<file path="config.mk">
export PLATFORM = sky130hd
export DESIGN_NAME = alu16_seq_flat
export DESIGN_NICKNAME = d
export VERILOG_FILES = /design/src/rtl/alu16_if.sv /design/src/rtl/alu16_seq.sv /design/src/flat_wrapper.sv
export SDC_FILE = /design/constraint.sdc
export NUM_CORES = 1
export LEC_CHECK = 0
export CORE_ASPECT_RATIO = 1.5
export CORE_MARGIN = 3
export CORE_UTILIZATION = 54
export DETAILED_ROUTE_END_ITERATION = 8
export PLACE_DENSITY = 0.78
export SLEW_MARGIN = 20
export SYNTH_ARGS = -nofsm -noshare
export SYNTH_HDL_FRONTEND = slang
export SYNTH_SLANG_ARGS = --single-unit
export TNS_END_PERCENT = 5
</file>
<file path="constraint.sdc">
create_clock -name clk -period 3.9 [get_ports clk]
set_clock_uncertainty 0.05 [all_clocks]
set_input_delay 0.585 -clock clk [delete_from_list [all_inputs] [get_ports clk]]
set_output_delay 0.585 -clock clk [all_outputs]
set_load 0.05 [all_outputs]
</file>
<file path="src/rtl/alu16_if.sv">
// Operand/request and result/status bundle between the reg16 file and alu16_seq.
interface alu16_if #(
  parameter int unsigned WIDTH = 16
) ();
  logic [WIDTH-1:0] a;
  logic [WIDTH-1:0] b;
  logic [3:0]       op;
  logic             start;
  logic             busy;
  logic             done;
  logic             illegal;
  logic [WIDTH-1:0] result;
  logic [3:0]       flags;

  modport master (
    output a, b, op, start,
    input  busy, done, illegal, result, flags
  );

  modport slave (
    input  a, b, op, start,
    output busy, done, illegal, result, flags
  );
endinterface

</file>
<file path="src/rtl/alu16_seq.sv">
// 16-bit sequential ALU: single-cycle ops via EXEC, iterative shift-add MUL.
// Optional feature macro: ALU_MUL_EN (defined = op 11 runs the iterative
// multiplier; undefined = op 11 is reported as illegal).
module alu16_seq #(
  parameter int unsigned WIDTH   = 16,
  parameter int unsigned SHAMT_W = 4
) (
  input  logic    clk,
  input  logic    rst_n,
  alu16_if.slave  alu
);
  localparam logic [3:0] OP_ADD = 4'd0;
  localparam logic [3:0] OP_SUB = 4'd1;
  localparam logic [3:0] OP_AND = 4'd2;
  localparam logic [3:0] OP_OR  = 4'd3;
  localparam logic [3:0] OP_XOR = 4'd4;
  localparam logic [3:0] OP_NOT = 4'd5;
  localparam logic [3:0] OP_SHL = 4'd6;
  localparam logic [3:0] OP_SHR = 4'd7;
  localparam logic [3:0] OP_ASR = 4'd8;
  localparam logic [3:0] OP_INC = 4'd9;
  localparam logic [3:0] OP_CMP = 4'd10;
  localparam logic [3:0] OP_MUL = 4'd11;

  typedef enum logic [1:0] {
    S_IDLE = 2'd0,
    S_EXEC = 2'd1
`ifdef ALU_MUL_EN
    , S_MUL = 2'd2
`endif
  } state_e;

  state_e           state_q, state_d;
  logic [WIDTH-1:0] a_q, a_d, b_q, b_d;
  logic [3:0]       op_q, op_d;
  logic [WIDTH-1:0] result_q, result_d;
  logic [3:0]       flags_q, flags_d;
  logic             busy_q, busy_d, done_q, done_d, illegal_q, illegal_d;

`ifdef ALU_MUL_EN
  localparam int unsigned CNT_W = $clog2(WIDTH);
  logic [2*WIDTH-1:0] mcand_q, mcand_d, acc_q, acc_d;
  logic [WIDTH-1:0]   mplier_q, mplier_d;
  logic [CNT_W-1:0]   cnt_q, cnt_d;
`endif

  logic [WIDTH:0]     add_ext, sub_ext, inc_ext, shl_ext, shr_ext, asr_ext;
  logic [SHAMT_W-1:0] sh;
  logic [WIDTH-1:0]   alu_val;
  logic               alu_c, alu_v, alu_ill, wr_res, wr_flg;

  assign sh      = b_q[SHAMT_W-1:0];
  assign add_ext = {1'b0, a_q} + {1'b0, b_q};
  assign sub_ext = {1'b0, a_q} - {1'b0, b_q};
  assign inc_ext = {1'b0, a_q} + (WIDTH+1)'(1);
  assign shl_ext = {1'b0, a_q} << sh;
  assign shr_ext = {a_q, 1'b0} >> sh;
  assign asr_ext = $signed({a_q, 1'b0}) >>> sh;

  // Result value, carry/overflow and write enables for the latched opcode.
  always_comb begin
    alu_val = '0;
    alu_c   = 1'b0;
    alu_v   = 1'b0;
    alu_ill = 1'b0;
    wr_res  = 1'b1;
    wr_flg  = 1'b1;
    case (op_q)
      OP_ADD: begin
        alu_val = add_ext[WIDTH-1:0];
        alu_c   = add_ext[WIDTH];
        alu_v   = (a_q[WIDTH-1] == b_q[WIDTH-1]) && (add_ext[WIDTH-1] != a_q[WIDTH-1]);
      end
      OP_SUB, OP_CMP: begin
        alu_val = sub_ext[WIDTH-1:0];
        alu_c   = sub_ext[WIDTH];
        alu_v   = (a_q[WIDTH-1] != b_q[WIDTH-1]) && (sub_ext[WIDTH-1] != a_q[WIDTH-1]);
        wr_res  = (op_q == OP_SUB);
      end
      OP_AND: alu_val = a_q & b_q;
      OP_OR:  alu_val = a_q | b_q;
      OP_XOR: alu_val = a_q ^ b_q;
      OP_NOT: alu_val = ~a_q;
      OP_SHL: begin
        alu_val = shl_ext[WIDTH-1:0];
        alu_c   = shl_ext[WIDTH];
      end
      OP_SHR: begin
        alu_val = shr_ext[WIDTH:1];
        alu_c   = shr_ext[0];
      end
      OP_ASR: begin
        alu_val = asr_ext[WIDTH:1];
        alu_c   = asr_ext[0];
      end
      OP_INC: begin
        alu_val = inc_ext[WIDTH-1:0];
        alu_c   = inc_ext[WIDTH];
        alu_v   = !a_q[WIDTH-1] && inc_ext[WIDTH-1];
      end
`ifdef ALU_MUL_EN
      OP_MUL: begin
        alu_val = acc_q[WIDTH-1:0];
        alu_c   = |acc_q[2*WIDTH-1:WIDTH];
        alu_v   = |acc_q[2*WIDTH-1:WIDTH];
      end
`endif
      default: begin
        alu_ill = 1'b1;
        wr_res  = 1'b0;
        wr_flg  = 1'b0;
      end
    endcase
  end

  // Next-state, operand latch, multiplier iteration and completion writes.
  always_comb begin
    state_d   = state_q;
    a_d       = a_q;
    b_d       = b_q;
    op_d      = op_q;
    result_d  = result_q;
    flags_d   = flags_q;
    busy_d    = busy_q;
    done_d    = 1'b0;
    illegal_d = 1'b0;
`ifdef ALU_MUL_EN
    mcand_d   = mcand_q;
    mplier_d  = mplier_q;
    acc_d     = acc_q;
    cnt_d     = cnt_q;
`endif
    case (state_q)
      S_IDLE: begin
        if (alu.start) begin
          a_d     = alu.a;
          b_d     = alu.b;
          op_d    = alu.op;
          busy_d  = 1'b1;
          state_d = S_EXEC;
`ifdef ALU_MUL_EN
          if (alu.op == OP_MUL) begin
            state_d  = S_MUL;
            mcand_d  = {{WIDTH{1'b0}}, alu.a};
            mplier_d = alu.b;
            acc_d    = '0;
            cnt_d    = '0;
          end
`endif
        end
      end
      S_EXEC: begin
        state_d   = S_IDLE;
        busy_d    = 1'b0;
        done_d    = 1'b1;
        illegal_d = alu_ill;
        if (wr_res) result_d = alu_val;
        if (wr_flg) flags_d = {(alu_val == '0), alu_val[WIDTH-1], alu_c, alu_v};
      end
`ifdef ALU_MUL_EN
      S_MUL: begin
        acc_d    = acc_q + (mplier_q[0] ? mcand_q : '0);
        mcand_d  = mcand_q << 1;
        mplier_d = mplier_q >> 1;
        cnt_d    = cnt_q + CNT_W'(1);
        if (cnt_q == CNT_W'(WIDTH-1)) state_d = S_EXEC;
      end
`endif
      default: begin
        state_d = S_IDLE;
        busy_d  = 1'b0;
      end
    endcase
  end

  // State and datapath registers; reset aborts any op in flight.
  always_ff @(posedge clk or negedge rst_n) begin
    if (!rst_n) begin
      state_q   <= S_IDLE;
      a_q       <= '0;
      b_q       <= '0;
      op_q      <= '0;
      result_q  <= '0;
      flags_q   <= '0;
      busy_q    <= 1'b0;
      done_q    <= 1'b0;
      illegal_q <= 1'b0;
`ifdef ALU_MUL_EN
      mcand_q   <= '0;
      mplier_q  <= '0;
      acc_q     <= '0;
      cnt_q     <= '0;
`endif
    end else begin
      state_q   <= state_d;
      a_q       <= a_d;
      b_q       <= b_d;
      op_q      <= op_d;
      result_q  <= result_d;
      flags_q   <= flags_d;
      busy_q    <= busy_d;
      done_q    <= done_d;
      illegal_q <= illegal_d;
`ifdef ALU_MUL_EN
      mcand_q   <= mcand_d;
      mplier_q  <= mplier_d;
      acc_q     <= acc_d;
      cnt_q     <= cnt_d;
`endif
    end
  end

  assign alu.busy    = busy_q;
  assign alu.done    = done_q;
  assign alu.illegal = illegal_q;
  assign alu.result  = result_q;
  assign alu.flags   = flags_q;
endmodule

</file>
<file path="src/flat_wrapper.sv">
// flat-port wrapper written by rule: the top's interface ports become plain ports
module alu16_seq_flat 
#(
  parameter int unsigned WIDTH   = 16,
  parameter int unsigned SHAMT_W = 4
)
  (clk, rst_n, alu_a, alu_b, alu_op, alu_start, alu_busy, alu_done, alu_illegal, alu_result, alu_flags);
  alu16_if #(.WIDTH(WIDTH)) alu_i ();
  input  logic clk;
  input  logic rst_n;
  input wire logic [$bits(alu_i.a)-1:0] alu_a;
  input wire logic [$bits(alu_i.b)-1:0] alu_b;
  input wire logic [$bits(alu_i.op)-1:0] alu_op;
  input wire logic [$bits(alu_i.start)-1:0] alu_start;
  output wire logic [$bits(alu_i.busy)-1:0] alu_busy;
  output wire logic [$bits(alu_i.done)-1:0] alu_done;
  output wire logic [$bits(alu_i.illegal)-1:0] alu_illegal;
  output wire logic [$bits(alu_i.result)-1:0] alu_result;
  output wire logic [$bits(alu_i.flags)-1:0] alu_flags;
  assign alu_i.a = alu_a;
  assign alu_i.b = alu_b;
  assign alu_i.op = alu_op;
  assign alu_i.start = alu_start;
  assign alu_busy = alu_i.busy;
  assign alu_done = alu_i.done;
  assign alu_illegal = alu_i.illegal;
  assign alu_result = alu_i.result;
  assign alu_flags = alu_i.flags;
  alu16_seq #(.WIDTH(WIDTH), .SHAMT_W(SHAMT_W)) u_core (.clk(clk), .rst_n(rst_n), .alu(alu_i));
endmodule
</file>
# Word-level counts from Yosys, hierarchy flattened
# Index checks and enable logic that the tools add are counted.
[op_classes] add_sub_neg=3 n_eq_ne=16 shift=3 n_mux=12 bitwise_logic=4 reduce_logical=13
[op_table] op="$pmux 16 s10" count=1
[op_table] op="$add 16x1->17 const B" count=1
[op_table] op="$add 16x16->17" count=1
[op_table] op="$shl 16x4->17" count=1
[op_table] op="$shr 17x4->17" count=1
[op_table] op="$sshr 17x4->17" count=1
[op_table] op="$sub 16x16->17" count=1
[op_table] op="$and 16x16->16" count=1
[op_table] op="$eq 4x3->1 const B" count=4
[op_table] op="$logic_not 16->1" count=1
[op_table] op="$not 16->16" count=1
[op_table] op="$or 16x16->16" count=1
[op_table] op="$xor 16x16->16" count=1
[op_table] op="$eq 4x4->1 const B" count=3
[op_table] op="$reduce_or 11->1" count=1
[op_table] op="$reduce_or 9->1" count=1
[op_table] op="$eq 4x2->1 const B" count=2
[op_table] op="$mux 1" count=6
[op_table] op="$pmux 1 s6" count=1
[op_table] op="$reduce_and 2->1" count=3
[op_table] op="$eq 4x1->1 const B" count=1
[op_table] op="$logic_not 4->1" count=1
[op_table] op="$mux 2" count=2
[op_table] op="$logic_and 1x1->1" count=3
[op_table] op="9 further kinds" count=11
[word_totals] reg_bits=61 in_bits=39 output_inout_bits=23 elab_cells=60

# Logic depth before layout (Yosys ltp)
[depth] depth_word=4 mapped_depth=15 depth_no_buf=13

# Worst setup path after synthesis
# OpenSTA, ideal clock, no wires.
[synth_timing] kind="register to register" start="register u_core.b_q[1]" end="register u_core.flags_q[2] (netlist: u_core.alu.flags[2])" setup_ns=0.067 t_arrival_ns=3.560 path_slack_ns=0.223 path_stages_with_launch=16 n_path_buf=4 period_less_slack_ns=3.677 path_cell_list="dfrtp_1 -> buf_4 -> buf_2 -> buf_2 -> buf_4 -> inv_1 -> ha_1 -> a21o_1 -> and2_1 -> a311o_1 -> a31oi_1 -> a21oi_1 -> or4_1 -> o311a_1 -> o21ai_1 -> mux2_2"
[synth_via] elab_chain_cells=2 word_cells_on_any_way=6 classes_between="add/sub (2); shift (3); mux (1)"
[synth_rtl] item="from (decl)" line="alu16_seq.sv:34" text="logic [WIDTH-1:0] a_q, a_d, b_q, b_d;"
[synth_rtl] item="from (signal assigned)" line="alu16_seq.sv:181" text="b_q <= '0;"
[synth_rtl] item="from (signal assigned)" line="alu16_seq.sv:197" text="b_q <= b_d;"
[synth_rtl] item="$sub 16x16->17, or another cell as far along" line="alu16_seq.sv:54" text="assign sub_ext = {1'b0, a_q} - {1'b0, b_q};"
[synth_rtl] item="$pmux 16 s10 *" line="alu16_seq.sv:68" text="case (op_q)"
[synth_rtl] item="to (signal assigned)" line="alu16_seq.sv:200" text="flags_q <= flags_d;"
[synth_rtl] item="to (decl)" line="alu16_seq.sv:37" text="logic [3:0] flags_q, flags_d;"
# Mark *: on every way between the ends. The rest lies on a longest branch, timed or not.
# A chain may end at the register's enable or synchronous reset.

# Final worst setup path
[layout_timing] start="register u_core.a_q[0]" end="register u_core.flags_q[3] (netlist: u_core.alu.flags[3])"
[layout_via] elab_chain_cells=3 word_cells_on_any_way=12 classes_between="add/sub (3); shift (3); mux (1); bitwise (4); reduce/logical (1)"
[layout_rtl] item="from (decl)" line="alu16_seq.sv:34"
[layout_rtl] item="from (signal assigned)" line="alu16_seq.sv:180" text="a_q <= '0;"
[layout_rtl] item="from (signal assigned)" line="alu16_seq.sv:196" text="a_q <= a_d;"
[layout_rtl] item="$add 16x1->17, or another cell as far along" line="alu16_seq.sv:55" text="assign inc_ext = {1'b0, a_q} + (WIDTH+1)'(1);"
[layout_rtl] item="$pmux 16 s10 *" line="alu16_seq.sv:68"
[layout_rtl] item="$logic_not 16->1 *" line="alu16_seq.sv:158" text="if (wr_flg) flags_d = {(alu_val == '0), alu_val[WIDTH-1], alu_c, alu_v};"
# Marks and branches as above.

==> results.py <==
metrics = {
    "placement": {
        "dp_slack_ps": 335,
        "gp_congestion": 1.03,
        "dpl.cell_count": 1104,
        "portBuffers": 61,
        "dp_hpwl_microns": 20100,
        "placed_area_sq_um": 8170,
    },
    "route": {
        "vias": 7743,
        "drt_iter0_markers": 853,
        "first_pass_iters": 6,
        "drc_errors": 0,
        "routed_wl_microns": 26300,
        "routed_via_density": 6.91,
        "postRouteAntennaNets": 0,
        "routedWlPerCell_microns": 23.5,
    },
    "worst_setup_path": {
        "timing.rr.end": "u_core.alu.flags[3]",
        "slowest_stage": "dfrtp_1",
        "crit_fanout": 10,
        "cp-start-kind": "register",
        "critical_path_depth": 13,
        "cp.arrival_ps": 3860,
        "r2r_start": "u_core.a_q[0]",
        "cp-startpoint": "u_core.a_q[0]",
        "crit_top_cell": "inv_1",
        "reg2reg_slack_ps": 240,
        "cp_top_family": "compound AO/OA/AOI/OAI gates",
        "critPathKind": "reg2reg",
        "critPathBufInv": 2,
        "cp_slowest_stage_delay_ps": 480,
        "required_ps": 4100,
        "crit_chain": "inv_1 > ha_1 > inv_1 > fa_1 > nor2b_1 > o21ai_0 > a2111oi_0 > or2_2 > a221oi_1 > o221ai_1 > nor3_1 > nand3_1 > o31ai_2",
        "crit_path_end_kind": "register",
        "r2r_cells": 13,
        "endpoint": "u_core.alu.flags[3]",
    },
    "synth": {
        "syn_inst": 902,
        "synth_warnings": 0,
        "yosys.area.top_type": "dfrtp_1",
        "netlist_area_sq_um": 7220,
        "ys_seq_area_frac": 0.204,
        "synth_flop_cell": "dfrtp_1",
        "synth_top_area_share": 0.204,
        "syn_area_per_cell_sq_um": 8.01,
        "synthDistinctLibCells": 83,
        "synth-edff-count": 0,
        "ys_top_cells_by_area": "dfrtp_1, ha_1, mux4_2, o21ai_0, nand2_1",
        "ys_ff_latch": 59,
        "async_flop_share": 1.00,
        "synth_nets": 996,
    },
    "final_layout": {
        "syn_to_final_growth_pct": 17.3,
        "drive_gt1_frac": 0.148,
        "diodes": 0,
        "fin_cells": 1120,
        "final_area_sq_um": 8470,
        "fin_nets": 1050,
    },
    "worst_hold_path": {
        "hold_path.class": "in2async",
    },
    "status": {
        "status": "finished clean",
    },
    "cts": {
        "worstSkewPairLatency_ps": 340,
        "htreeDepth": 3,
        "cts_buffers": 9,
        "ctsResizeCount": 0,
        "clkTransAtPathRegs_ps": 60,
        "clockRootBuffer": "clkbuf_16",
        "holdBufCountCts": 0,
        "cts_max_path_buffers": 2,
        "numClockSinks": 59,
        "cts_tree": "done",
        "cts_setup_buffers": 0,
    },
    "timing": {
        "worst_pin_slew_ps": 1040,
        "hold_violations": 0,
        "rsz0062_at_grt": "no",
        "maxSlewViolCount": 0,
        "fin_crit_sh": 0.938,
        "fin_setup_tns_ps": 0,
        "fmax_mhz": 273,
        "setup_violations": 0,
        "worst_slack_ps": 243,
        "relSlewSlack": 0.304,
        "finalCriticalPeriod_ps": 3660,
    },
    "floorplanning": {
        "die-area_sq_um": 14800,
        "die_h_microns": 148,
        "core_area_sq_um": 13000,
        "num_rows": 51,
        "die_w_microns": 100,
        "io_pins": 62,
        "start_util": 0.555,
    },
    "global_route": {
        "grt_pass1_vias": 7333,
        "track_usage": 0.355,
        "grt_pass1_wl_microns": 40700,
        "antenna_found_initial": 0,
        "grt_max_degree": 58,
        "grt_overflow": 0,
    },
    "power": {
        "p_per_area_nw_per_um2": 505,
        "p_leak_uw": 0.00351,
        "vdd_drop_max_uv": 280,
    },
    "flow_run": {
        "maxCapViolCount": 0,
    },
}
-- cells in the mapped netlist (all sizes together), types with 6 or more instances --
| master | count |
|---|---|
| nand2 | 92 |
| nor2 | 64 |
| and2 | 6 |
| o221ai | 6 |
| o21a | 7 |
| a21o | 8 |
| nor3 | 22 |
| or3 | 6 |
| mux2 | 29 |
| mux4 | 16 |
| inv | 49 |
| nand3b | 6 |
| o211ai | 15 |
| nand4 | 10 |
| a22oi | 11 |
| o21ai | 71 |
| a21oi | 51 |
| nand3 | 23 |
| nor4 | 8 |
| buf | 29 |
| nand2b | 13 |
| ha | 53 |
| clkbuf | 48 |
| a211o | 9 |
| mux2i | 22 |
| xnor2 | 15 |
| o22ai | 15 |
| a221oi | 13 |
| nor2b | 11 |
| dfrtp | 59 |
| a211oi | 18 |
| a31oi | 9 |
-- cells in the final DEF (no fill, tap or decap), types with 5 or more instances in the layout --
cell             synthesis  layout
mux2i_1                 22      22
nor4_1                   7       7
a211o_1                  9       9
nor2b_1                 11      10
o221a_2                  5       5
nand2b_1                13      13
nand4_1                 10      10
a31oi_1                  9       9
nand2_1                 92      92
inv_1                   49      49
o22ai_1                 15      15
dfrtp_1                 59      58
o211ai_1                14      14
clkbuf_16                0       9
a21oi_1                 51      51
o21a_1                   7       7
nor2_1                  64      64
xnor2_1                 15      15
mux4_2                  16      16
nand3b_1                 6       6
buf_4                    6      56
ha_1                    53      53
or3_1                    6       6
clkdlybuf4s50_1          0      60
a21o_1                   8       8
a211oi_1                18      18
nor4b_1                  5       5
a22oi_1                 11      11
nor3_1                  22      22
and2_1                   6       6
nand3_1                 23      23
o21ai_0                 70      70
mux2_2                  29      29
a221oi_1                13      13
o221ai_1                 6       6
-- layer usage --
| layer | GRT usage | share of wire | vias up |
|---|---|---|---|
| li1 | - | - | 3473 |
| met1 | 0.416 | 0.36 | 3621 |
| met2 | 0.588 | 0.48 | 517 |
| met3 | 0.0652 | 0.087 | 132 |
| met4 | 0.227 | 0.075 | 0 |
| met5 | 0 | 0 | - |
-- through the flow --
stage | hold WS (ps) | utilization | power [uW]
after floorplan | 239 | - | 2580
after global placement | 411 | 0.628 | 3380
after detailed placement | 419 | 0.628 | 3400
after CTS | 190 | 0.651 | 4240
after global routing | 200 | 0.651 | 4500
final | 176 | 0.651 | 4280
-- sequential cells by signal (all words and copies together), names as in the netlist --
| name | flops |
|---|---|
| u_core.a_q | 16 |
| u_core.alu.done | 1 |
| u_core.alu.flags | 4 |
| u_core.alu.illegal | 1 |
| u_core.alu.result | 16 |
| u_core.b_q | 16 |
| u_core.op_q | 4 |
| u_core.state_q | 1 |
-- report_power, final --
part           internal, uW  switching [uW]  leakage (uW)
Combinational           988            1570       0.00264
Sequential              753             141      0.000727
Clock                   498             328      0.000142
-- layout make-up --
| type | count | area, sq um |
|---|---|---|
| Multi-Input combinational cell | 716 | 5220 |
| Fill cell | 1148 | 4540 |
| Sequential cell | 59 | 1480 |
| Timing Repair Buffer | 120 | 1090 |
| Clock buffer | 9 | 225 |
| Tap cell | 159 | 199 |
| Inverter | 50 | 188 |
| Clock inverter | 7 | 76.3 |
-- worst min-delay path by stage --
stage                           end  depth (start not counted)  slack (ps)
3_5_place_dp   u_core.alu.result[9]                          2         420
2_1_floorplan         u_core.a_q[0]                          0         240
5_1_grt              u_core.a_q[15]                          1         200
4_1_cts        u_core.alu.result[0]                          1         190
6_report             u_core.a_q[15]                          1         180
3_3_place_gp   u_core.alu.result[3]                          2         410
-- cells by family (layout without fill, tap and decap cells) --
| family | after synthesis | count (layout) | share of synthesized area |
|---|---|---|---|
| simple gates | 292 | 292 | 0.202 |
| fa+ha+maj | 55 | 55 | 0.0973 |
| compound gates | 286 | 286 | 0.276 |
| buf+inv | 127 | 186 | 0.0750 |
| xor+xnor | 16 | 16 | 0.0194 |
| flops | 59 | 59 | 0.204 |
| mux | 67 | 67 | 0.126 |
-- worst register-to-register path: stages (launching register included) --
cell and delay, ps:
dfrtp_1 480, inv_1 140, ha_1 180, inv_1 60, fa_1 410, nor2b_1 170
o21ai_0 420, a2111oi_0 290, or2_2 390, a221oi_1 320, o221ai_1 190, nor3_1 160
nand3_1 140, o31ai_2 180
Power figures use the tool's default switching activity.
